==> src/rtl/imm_share_arbiter.sv <==
// Two-requester arbiter that time-shares the immediate selector between decode (r0)
// and the early branch-target unit (r1), holding each result in a per-requester slot.
module imm_share_arbiter #(
    parameter int PRIO_FIXED = 0,
    localparam int unsigned EXT_W  = 11,
    localparam int unsigned SEL_W  = 3,
    localparam int unsigned DATA_W = 16
) (
    input  logic              clk,
    input  logic              rst,

    input  logic              r0_req,
    input  logic [EXT_W-1:0]  r0_extend,
    input  logic [SEL_W-1:0]  r0_sel,
    input  logic [DATA_W-1:0] r0_pc2,
    output logic              r0_gnt,
    output logic              r0_valid,
    output logic [DATA_W-1:0] r0_imm,
    output logic              r0_err,
    input  logic              r0_ack,

    input  logic              r1_req,
    input  logic [EXT_W-1:0]  r1_extend,
    input  logic [SEL_W-1:0]  r1_sel,
    input  logic [DATA_W-1:0] r1_pc2,
    output logic              r1_gnt,
    output logic              r1_valid,
    output logic [DATA_W-1:0] r1_imm,
    output logic              r1_err,
    input  logic              r1_ack,

    output logic [EXT_W-1:0]  Extend,
    output logic [SEL_W-1:0]  Imm_Sel,
    output logic [DATA_W-1:0] PC2,
    input  logic [DATA_W-1:0] Immediate
);

    localparam logic              FIXED       = (PRIO_FIXED != 0);
    localparam logic [SEL_W-1:0]  SEL_ILLEGAL = SEL_W'(5);

    logic              r0_valid_q, r0_valid_d;
    logic [DATA_W-1:0] r0_imm_q,   r0_imm_d;
    logic              r0_err_q,   r0_err_d;
    logic              r1_valid_q, r1_valid_d;
    logic [DATA_W-1:0] r1_imm_q,   r1_imm_d;
    logic              r1_err_q,   r1_err_d;
    logic              last_q,     last_d;
    logic              elig0, elig1;

    // A slot can take a result when empty or being drained this cycle.
    always_comb begin
        elig0  = r0_req & (~r0_valid_q | r0_ack);
        elig1  = r1_req & (~r1_valid_q | r1_ack);
        r0_gnt = ~rst & elig0 & (~elig1 | FIXED | last_q);
        r1_gnt = ~rst & elig1 & ~(elig0 & (~elig1 | FIXED | last_q));
    end

    always_comb begin
        Extend  = '0;
        Imm_Sel = '0;
        PC2     = '0;
        if (r0_gnt) begin
            Extend  = r0_extend;
            Imm_Sel = r0_sel;
            PC2     = r0_pc2;
        end else if (r1_gnt) begin
            Extend  = r1_extend;
            Imm_Sel = r1_sel;
            PC2     = r1_pc2;
        end
    end

    // A grant overrides a same-cycle ack so a slot can refill back to back.
    always_comb begin
        r0_valid_d = r0_valid_q;
        r0_imm_d   = r0_imm_q;
        r0_err_d   = r0_err_q;
        r1_valid_d = r1_valid_q;
        r1_imm_d   = r1_imm_q;
        r1_err_d   = r1_err_q;
        last_d     = last_q;

        if (r0_gnt) begin
            r0_valid_d = 1'b1;
            r0_imm_d   = Immediate;
            r0_err_d   = (r0_sel >= SEL_ILLEGAL);
        end else if (r0_ack) begin
            r0_valid_d = 1'b0;
        end

        if (r1_gnt) begin
            r1_valid_d = 1'b1;
            r1_imm_d   = Immediate;
            r1_err_d   = (r1_sel >= SEL_ILLEGAL);
        end else if (r1_ack) begin
            r1_valid_d = 1'b0;
        end

        if (r0_gnt) begin
            last_d = 1'b0;
        end else if (r1_gnt) begin
            last_d = 1'b1;
        end
    end

    always_ff @(posedge clk) begin
        if (rst) begin
            r0_valid_q <= 1'b0;
            r0_imm_q   <= '0;
            r0_err_q   <= 1'b0;
            r1_valid_q <= 1'b0;
            r1_imm_q   <= '0;
            r1_err_q   <= 1'b0;
            last_q     <= 1'b1;
        end else begin
            r0_valid_q <= r0_valid_d;
            r0_imm_q   <= r0_imm_d;
            r0_err_q   <= r0_err_d;
            r1_valid_q <= r1_valid_d;
            r1_imm_q   <= r1_imm_d;
            r1_err_q   <= r1_err_d;
            last_q     <= last_d;
        end
    end

    assign r0_valid = r0_valid_q;
    assign r0_imm   = r0_imm_q;
    assign r0_err   = r0_err_q;
    assign r1_valid = r1_valid_q;
    assign r1_imm   = r1_imm_q;
    assign r1_err   = r1_err_q;

endmodule

==> config.mk <==
export PLATFORM = sky130hd
export DESIGN_NAME = imm_share_arbiter
export DESIGN_NICKNAME = d
export VERILOG_FILES = /design/src/rtl/imm_share_arbiter.sv
export SDC_FILE = /design/constraint.sdc
export NUM_CORES = 1
export LEC_CHECK = 0
export ABC_AREA = 1
export CAP_MARGIN = 10
export CELL_PAD_IN_SITES_DETAIL_PLACEMENT = 0
export CELL_PAD_IN_SITES_GLOBAL_PLACEMENT = 1
export CORE_MARGIN = 2
export CORE_UTILIZATION = 22
export CTS_CLUSTER_DIAMETER = 200
export CTS_CLUSTER_SIZE = 10
export DETAILED_ROUTE_END_ITERATION = 8
export GPL_ROUTABILITY_DRIVEN = 0
export PLACE_DENSITY_LB_ADDON = 0.1
export SLEW_MARGIN = 30
export SYNTH_ARGS = -nofsm -noshare
export SYNTH_HDL_FRONTEND = slang
export SYNTH_SLANG_ARGS = --single-unit
==> constraint.sdc <==
create_clock -name clk -period 2.3 [get_ports clk]
set_clock_uncertainty 0.2 [all_clocks]
set_input_delay 0.46 -clock clk [delete_from_list [all_inputs] [get_ports clk]]
set_output_delay 0.46 -clock clk [all_outputs]
set_load 0.005 [all_outputs]
==> results by group, run 1 <==
CTS
  • CTS Buf Count: 5
  • Max clock buf depth: 2
  • Htree depth: 2
  • CTS root buf: clkbuf_8
  • Clock slew at reported path FFs: 0.07 ns
  • Clock Sinks: 37
  • CTS tree: yes
  • Skew-Pair Late Insertion Delay: 0.28 ns

GRT
  • GR Util met3: 0.0482
  • Initial antenna violation count: 0
  • Largest net degree at the start of global routing: 34
  • First-pass GRT wire length: 10,500 um
  • Overflow after GRT: 0
  • Global Route Usage Sum: 0.152
  • Vias in the first global route: 2,144
  • Met1 Usage GRT: 0.178
  • Grt met2 use: 0.267
  • Grt peak-use layer: met2

Timing
  • Max transition margin: 0.862
  • FMAX: ~450 MHz
  • Minimum clock period: 2.23 ns
  • Setup TNS Final: 0 ns
  • Max-slew violation count: 0
  • Worst hold slack: ~0.25 ns
  • Fin. Hold Viols: 0
  • Setup violators final: 0
  • Worst-Margin Slew: 0.207 ns
  • Unrepaired setup endpoints after global routing: yes
  • Period utilization: 0.968

Worst setup path
  • Worst Path Max Fanout: 4
  • Setup crit start kind: input pin
  • Crit path from: r0_ack
  • CP Class: in2out
  • Reg-to-reg critical path startpoint: r1_valid$_SDFFE_PP0P_
  • CP Data Required Time: roughly 1.6 ns
  • Crit path DAT: 1.57 ns
  • Critical path endpoint category: output port

Run
  • MaxCap Viol Count: 0

Detailed routing
  • Initial drt markers: 31
  • DRC violations left: 0
  • Via Count: 2,275
  • DR WL/cell: between 10 and 15 um
  • Post-DR vias/cell: approximately 4.2
  • Drt total wl: 6940 um
  • Pre-Repair DR Iteration Count: 4
  • Antenna-violating nets left: 0

Synth
  • Synth Register Bits: 37
  • Seq/Total Area, Yosys: 0.417
  • Post-Syn Area per Cell: 6.68 um2
  • Synth Net Count: about 350
  • Top cell type's share of synthesized area: 0.417
  • Mapped Area: between 0.0015 and 0.002 mm2
  • Post-Synthesis Cells: 266
  • Largest cells by area after synthesis: dfxtp_1 (42%), nand2_1 (25%), nor2_1 (6.8%)
  • Synth warn: 0
  • Area leader, netlist: dfxtp_1
  • Distinct cells, synth: 21

Floorplanning
  • Initial core utilization: 0.229
  • Die Y: ~94 um
  • IO Count: 150
  • Die area: 0.00882 mm2
  • CORE AREA: 0.00777 mm2
  • Row cnt: 32
  • Chip width: 93.9 um

Pwr
  • Int Power: 1380 uW
  • Share of total power in the clock network: 0.314
  • VDD IR max: 0.317 mV
  • P_sw: between 400 and 500 uW
  • Combinational Power Share: 0.298
  • Static Leak: 0.00173 uW
  • Power Density: 494 mW/mm2
  • Sequential share of power: 0.388
  • Sw Share: 0.248

Cells and area
  • Most common cell after layout, fill and taps aside: clkdlybuf4s50_1
  • Final layout net count: 526
  • Share of cells above drive strength 1: 0.196
  • # fillers: 783
  • N_diodes: 0
  • Area growth syn-to-layout: 108%
  • Most frequent cells in the layout: clkdlybuf4s50_1 (113), nand2_1 (111), dfxtp_1 (35), nor2_1 (32), buf_4 (25)

Outcome
  • Status: completed

Placement
  • Post-DP HPWL: 4880 um
  • IO Port Bufs: 149

Hold path
  • Worst min path class: in2reg
  • Hold Crit Start: rst
## critical path: stages
cell and delay [ns]:
buf_6 0.07, inv_2 0.03, buf_6 0.10, a21boi_2 0.12
nand2_2 0.09, nand2_4 0.08, inv_4 0.05, buf_12 0.12
buf_8 0.12, nand2_1 0.05, nand2_1 0.04, dlygate4sd2_1 0.25
## cell families (layout without fill, tap and decap cells)
family	count (synthesis)	in the layout	share of synthesized area
simple gates	175	175	0.400
compound gates	27	27	0.0823
flops	37	37	0.417
buf+inv	27	206	0.101
## state kept, by name (all words and copies together) (netlist names)
signal / flops
r0_imm: 16
r1_imm: 16
last_q: 1
r0_err: 1
r0_valid: 1
r1_err: 1
r1_valid: 1
## final timing paths
check | to | slack (ns) | cells after the start
hold reg to reg | r1_err$_SDFFE_PP0P_ | 0.26 | 2
hold / removal | r0_err$_SDFFE_PP0P_ | 0.25 | 2
setup reg to reg | r1_err$_SDFFE_PP0P_ | 0.37 | 13
setup / recovery | PC2[10] | 0.07 | 12
## what timing repair did
action                                  4_1_cts  5_1_grt
cloned                                        1        0
buffers inserted                             17        1
hold buffers                                  0        0
gates resized for setup                     109       25
pin swaps                                     7        6
endpoints found under the setup margin       32       29
## power groups by stage
stage                     combinational [uW]  clock (uW)  sequential, uW
final                                    545         575             711
after global routing                     598         624             717
after CTS                                550         601             710
after detailed placement                 532           0             723
after global placement                   531           0             722
after floorplan                          168           0             727
## layer usage
| metal | vias to the layer above | part of all wire |
|---|---|---|
| met2 | 91 | 0.46 |
| met1 | 990 | 0.44 |
| met5 | - | 0 |
| li1 | 1189 | - |
| met4 | 0 | 0.0088 |
| met3 | 5 | 0.088 |
## cell type report
cell class	instances	area (um2)	share of cell area
clock inverter	1	30.0	0.00810
sequential	37	743	0.201
multi-input combinational	202	897	0.242
timing repair buffer	185	1760	0.474
timing repair inverter	1	8.76	0.00236
inverter	12	55.1	0.0149
tap	102	128	0.0344
clock buffer	7	86.3	0.0233
## synthesized netlist by cell type, drive strengths merged
cell type  instances
nor2              34
inv               12
nand3             19
clkbuf             2
o21ai             17
o22ai              3
a21oi              5
buf               13
a21boi             1
nand2            122
dfxtp             37
a31oi              1
## through the flow
stage,area [um2],power [uW],utilization,worst slack (ns),std cells
after global routing,3710,1940,0.477,-0.000861,547
final,3710,1830,0.477,0.0729,547
after detailed placement,3450,1260,0.444,-0.618,521
after global placement,3450,1250,0.444,-0.596,521
after CTS,3710,1860,0.477,0.000555,546
after floorplan,1780,895,-,0.486,266
No activity file was read; power rests on OpenSTA's default activity.
==> run 2, diff against run 1 <==
ABC_AREA = unset   (was 1)
CORE_UTILIZATION = 26   (was 22)
==> run 2 against run 1 <==
Effect of this change: largest power group is now combinational logic; total power up 4.7%; synthesized area up 24%; critical path type unchanged; critical path depth down 5; the run now ends with negative setup slack left; synthesized cell count down 4.9%; flip-flop and latch count unchanged; wire length up 11%; global-route usage up 0.46 points.
==> results by group, run 2 <==
Outcome
  • Status: finished with violations
  • Failing checks: negative setup slack

Pwr
  • Static Leak: between 0.0015 and 0.002 uW
  • Sequential share of power: 0.372
  • VDD IR max: 0.292 mV
  • Share of total power in the clock network: 0.238
  • Int Power: 1390 uW
  • Combinational Power Share: 0.390
  • Power Density: about 430 mW/mm2
  • Sw Share: 0.274
  • P_sw: 526 uW

Timing
  • FMAX: 406 MHz
  • Unrepaired setup endpoints after global routing: yes
  • Period utilization: 1.07
  • Setup TNS Final: -3.56 ns
  • Fin. Hold Viols: 0
  • Worst-Margin Slew: 0.422 ns
  • Minimum clock period: 2.46 ns
  • Max transition margin: 0.718
  • Setup violators final: 31
  • Final setup margin: -0.161 ns
  • Max-slew violation count: 0

Floorplanning
  • IO Count: 150
  • Row cnt: 33
  • Initial core utilization: 0.269
  • Chip width: 96.2 um
  • CORE AREA: 0.00822 mm2
  • Die Y: 96.2 um
  • Die area: 0.00925 mm2

Synth
  • Post-synth EDFFs: 0
  • Synth Register Bits: 37
  • Count leader, synth: nand2b_1
  • Synth Net Count: roughly 340
  • Seq/Total Area, Yosys: 0.335
  • Post-Synthesis Cells: 253
  • Synth warn: 0
  • Area leader, netlist: dfxtp_1
  • Distinct cells, synth: 24
  • Mapped Area: 0.00221 mm2
  • Ys async rst share: 0
  • Largest cells by area after synthesis: dfxtp_1 (34%), nand2b_1 (23%), mux2i_1 (15%)
  • Post-Syn Area per Cell: 8.73 um2
  • Top cell type's share of synthesized area: 0.335
  • Synth top cells by count: nand2b_1 (80), dfxtp_1 (37), mux2i_1 (32)
  • Main synth FF type: dfxtp_1

Detailed routing
  • Drt total wl: 7670 um
  • Pre-Repair DR Iteration Count: 6
  • Met1 WL: 3220 um
  • DRC violations left: 0
  • Via Count: around 2,400
  • WL met2: 3880 um
  • Met3 wire length: 505 um
  • Initial drt markers: 34
  • Post-DR vias/cell: ~4.5
  • DR WL/cell: 14.5 um
  • Top Metal Used: met4
  • Antenna-violating nets left: 0

Worst setup path
  • Worst Path Max Fanout: 6
  • CP cell instances: clkdlybuf4s15_1, inv_2, a311o_2, buf_12, buf_16, o32ai_4, buf_2
  • Worst setup endpoint: Imm_Sel[1]
  • Critical path endpoint category: output port
  • Crit path DAT: 1.80 ns
  • CP Data Required Time: 1.64 ns
  • Worst-path cell with the longest stage delay: a311o_2
  • Slowest cell delay on critical path: slightly above 0.4 ns
  • Number of cells on the critical path: 7
  • Delay-heaviest family, CP: buffers and inverters
  • Crit path from: r1_req
  • Worst reg-to-reg setup slack: around 0.33 ns
  • Reg-to-reg critical path startpoint: r1_valid$_SDFFE_PP0P_
  • CP bufs+invs: 5
  • CP Class: in2out
  • Reg2Reg Depth: 7
  • Reg2Reg Capture Point: r0_err$_SDFFE_PP0P_
  • Setup crit start kind: input pin

Placement
  • DP Worst Slack: -0.786 ns
  • Post-DP HPWL: 5180 um
  • IO Port Bufs: 149
  • Placed Cells: 507

CTS
  • CTS tree: yes
  • Skew-Pair Late Insertion Delay: 0.28 ns
  • CTS Buf Count: 5
  • Max clock buf depth: 2
  • Hold buffers post-CTS: 0
  • Clock slew at reported path FFs: ~0.070 ns
  • CTS root buf: clkbuf_8
  • Htree depth: 2
  • Clock Sinks: 37

Cells and area
  • Most common cell after layout, fill and taps aside: clkdlybuf4s50_1
  • N_diodes: 0
  • # fillers: 768
  • Most frequent cells in the layout: clkdlybuf4s50_1 (112), nand2b_1 (79), dfxtp_1 (35), mux2i_1 (32), buf_2 (32)
  • Area growth syn-to-layout: 102%
  • Final Non-Filler Cells: 530
  • Share of cells above drive strength 1: 0.282
  • Final layout net count: 507
  • Reg area: around 740 um2
  • Area of the multi-input gates: 0.00158 mm2

Hold path
  • Worst min path class: reg2reg
  • Hold Crit Start: r1_imm[4]$_SDFFE_PP0P_

GRT
  • Vias in the first global route: 2,326
  • Initial antenna violation count: 0
  • Overflow after GRT: 0
  • Global Route Usage Sum: 0.156
  • First-pass GRT wire length: approximately 11,000 um
  • Largest net degree at the start of global routing: 29

Run
  • MaxCap Viol Count: 0
==> run 2: cell type report <==
type | count | area share
Sequential cell | 37 | 0.167
Timing Repair Buffer | 188 | 0.403
Multi-Input combinational cell | 162 | 0.355
Tap cell | 105 | 0.0295
Clock buffer | 7 | 0.0194
Inverter | 31 | 0.0261
==> run 2: layer usage <==
layer / GRT usage / vias up
li1: - / 1201
met3: 0.0501 / 6
met2: 0.273 / 76
met4: 0.0298 / 0
met1: 0.187 / 1120
met5: 0 / -
==> run 2: power by group through the flow <==
stage                     registers [uW]  logic (uW)  clock network (uW)
final                                713         747                 457
after global routing                 718         804                 508
after CTS                            713         726                 483
after detailed placement             727         630                   0
after global placement               726         631                   0
after floorplan                      730         227                   0
==> run 2: worst min path at each step <==
stage / endpoint / slack (ns) / cells after the start
floorplan: r0_imm[11]$_SDFFE_PP0P_ / 0.26 / 2
global placement: r1_imm[2]$_SDFFE_PP0P_ / 0.26 / 2
detailed placement: r0_imm[12]$_SDFFE_PP0P_ / 0.26 / 2
CTS: r0_imm[12]$_SDFFE_PP0P_ / 0.27 / 2
global route: r0_imm[6]$_SDFFE_PP0P_ / 0.30 / 2
finish: r1_imm[4]$_SDFFE_PP0P_ / 0.27 / 2
==> run 2: per-stage QoR <==
step,util,total power (uW),hold slack (ns),instance area (um2)
2_1_floorplan,-,957,0.265,2210
3_3_place_gp,0.485,1360,0.258,3990
3_5_place_dp,0.485,1360,0.261,3990
4_1_cts,0.532,1920,0.275,4370
5_1_grt,0.542,2030,0.296,4460
6_report,0.542,1920,0.272,4460
==> run 2: timing repair <==
item | 4_1_cts | 5_1_grt
pin swaps | 10 | 9
endpoints found under the setup margin | 32 | 31
gates resized for setup | 168 | 13
setup buffers | 13 | 0
endpoints found under the hold margin | 0 | 0
cloned | 3 | 0
==> run 2: worst register-to-register path, delay by kind of cell (launching register included) <==
family,cells,cell delay (ns)
flops,1,0.32
compound gates,1,0.23
buf+inv,4,0.63
simple gates,1,0.12
mux,1,0.36
==> run 2: cell families after synthesis <==
family,share of synthesized area
compound gates,0.160
buf+inv,0.0986
flops,0.335
mux,0.155
simple gates,0.251
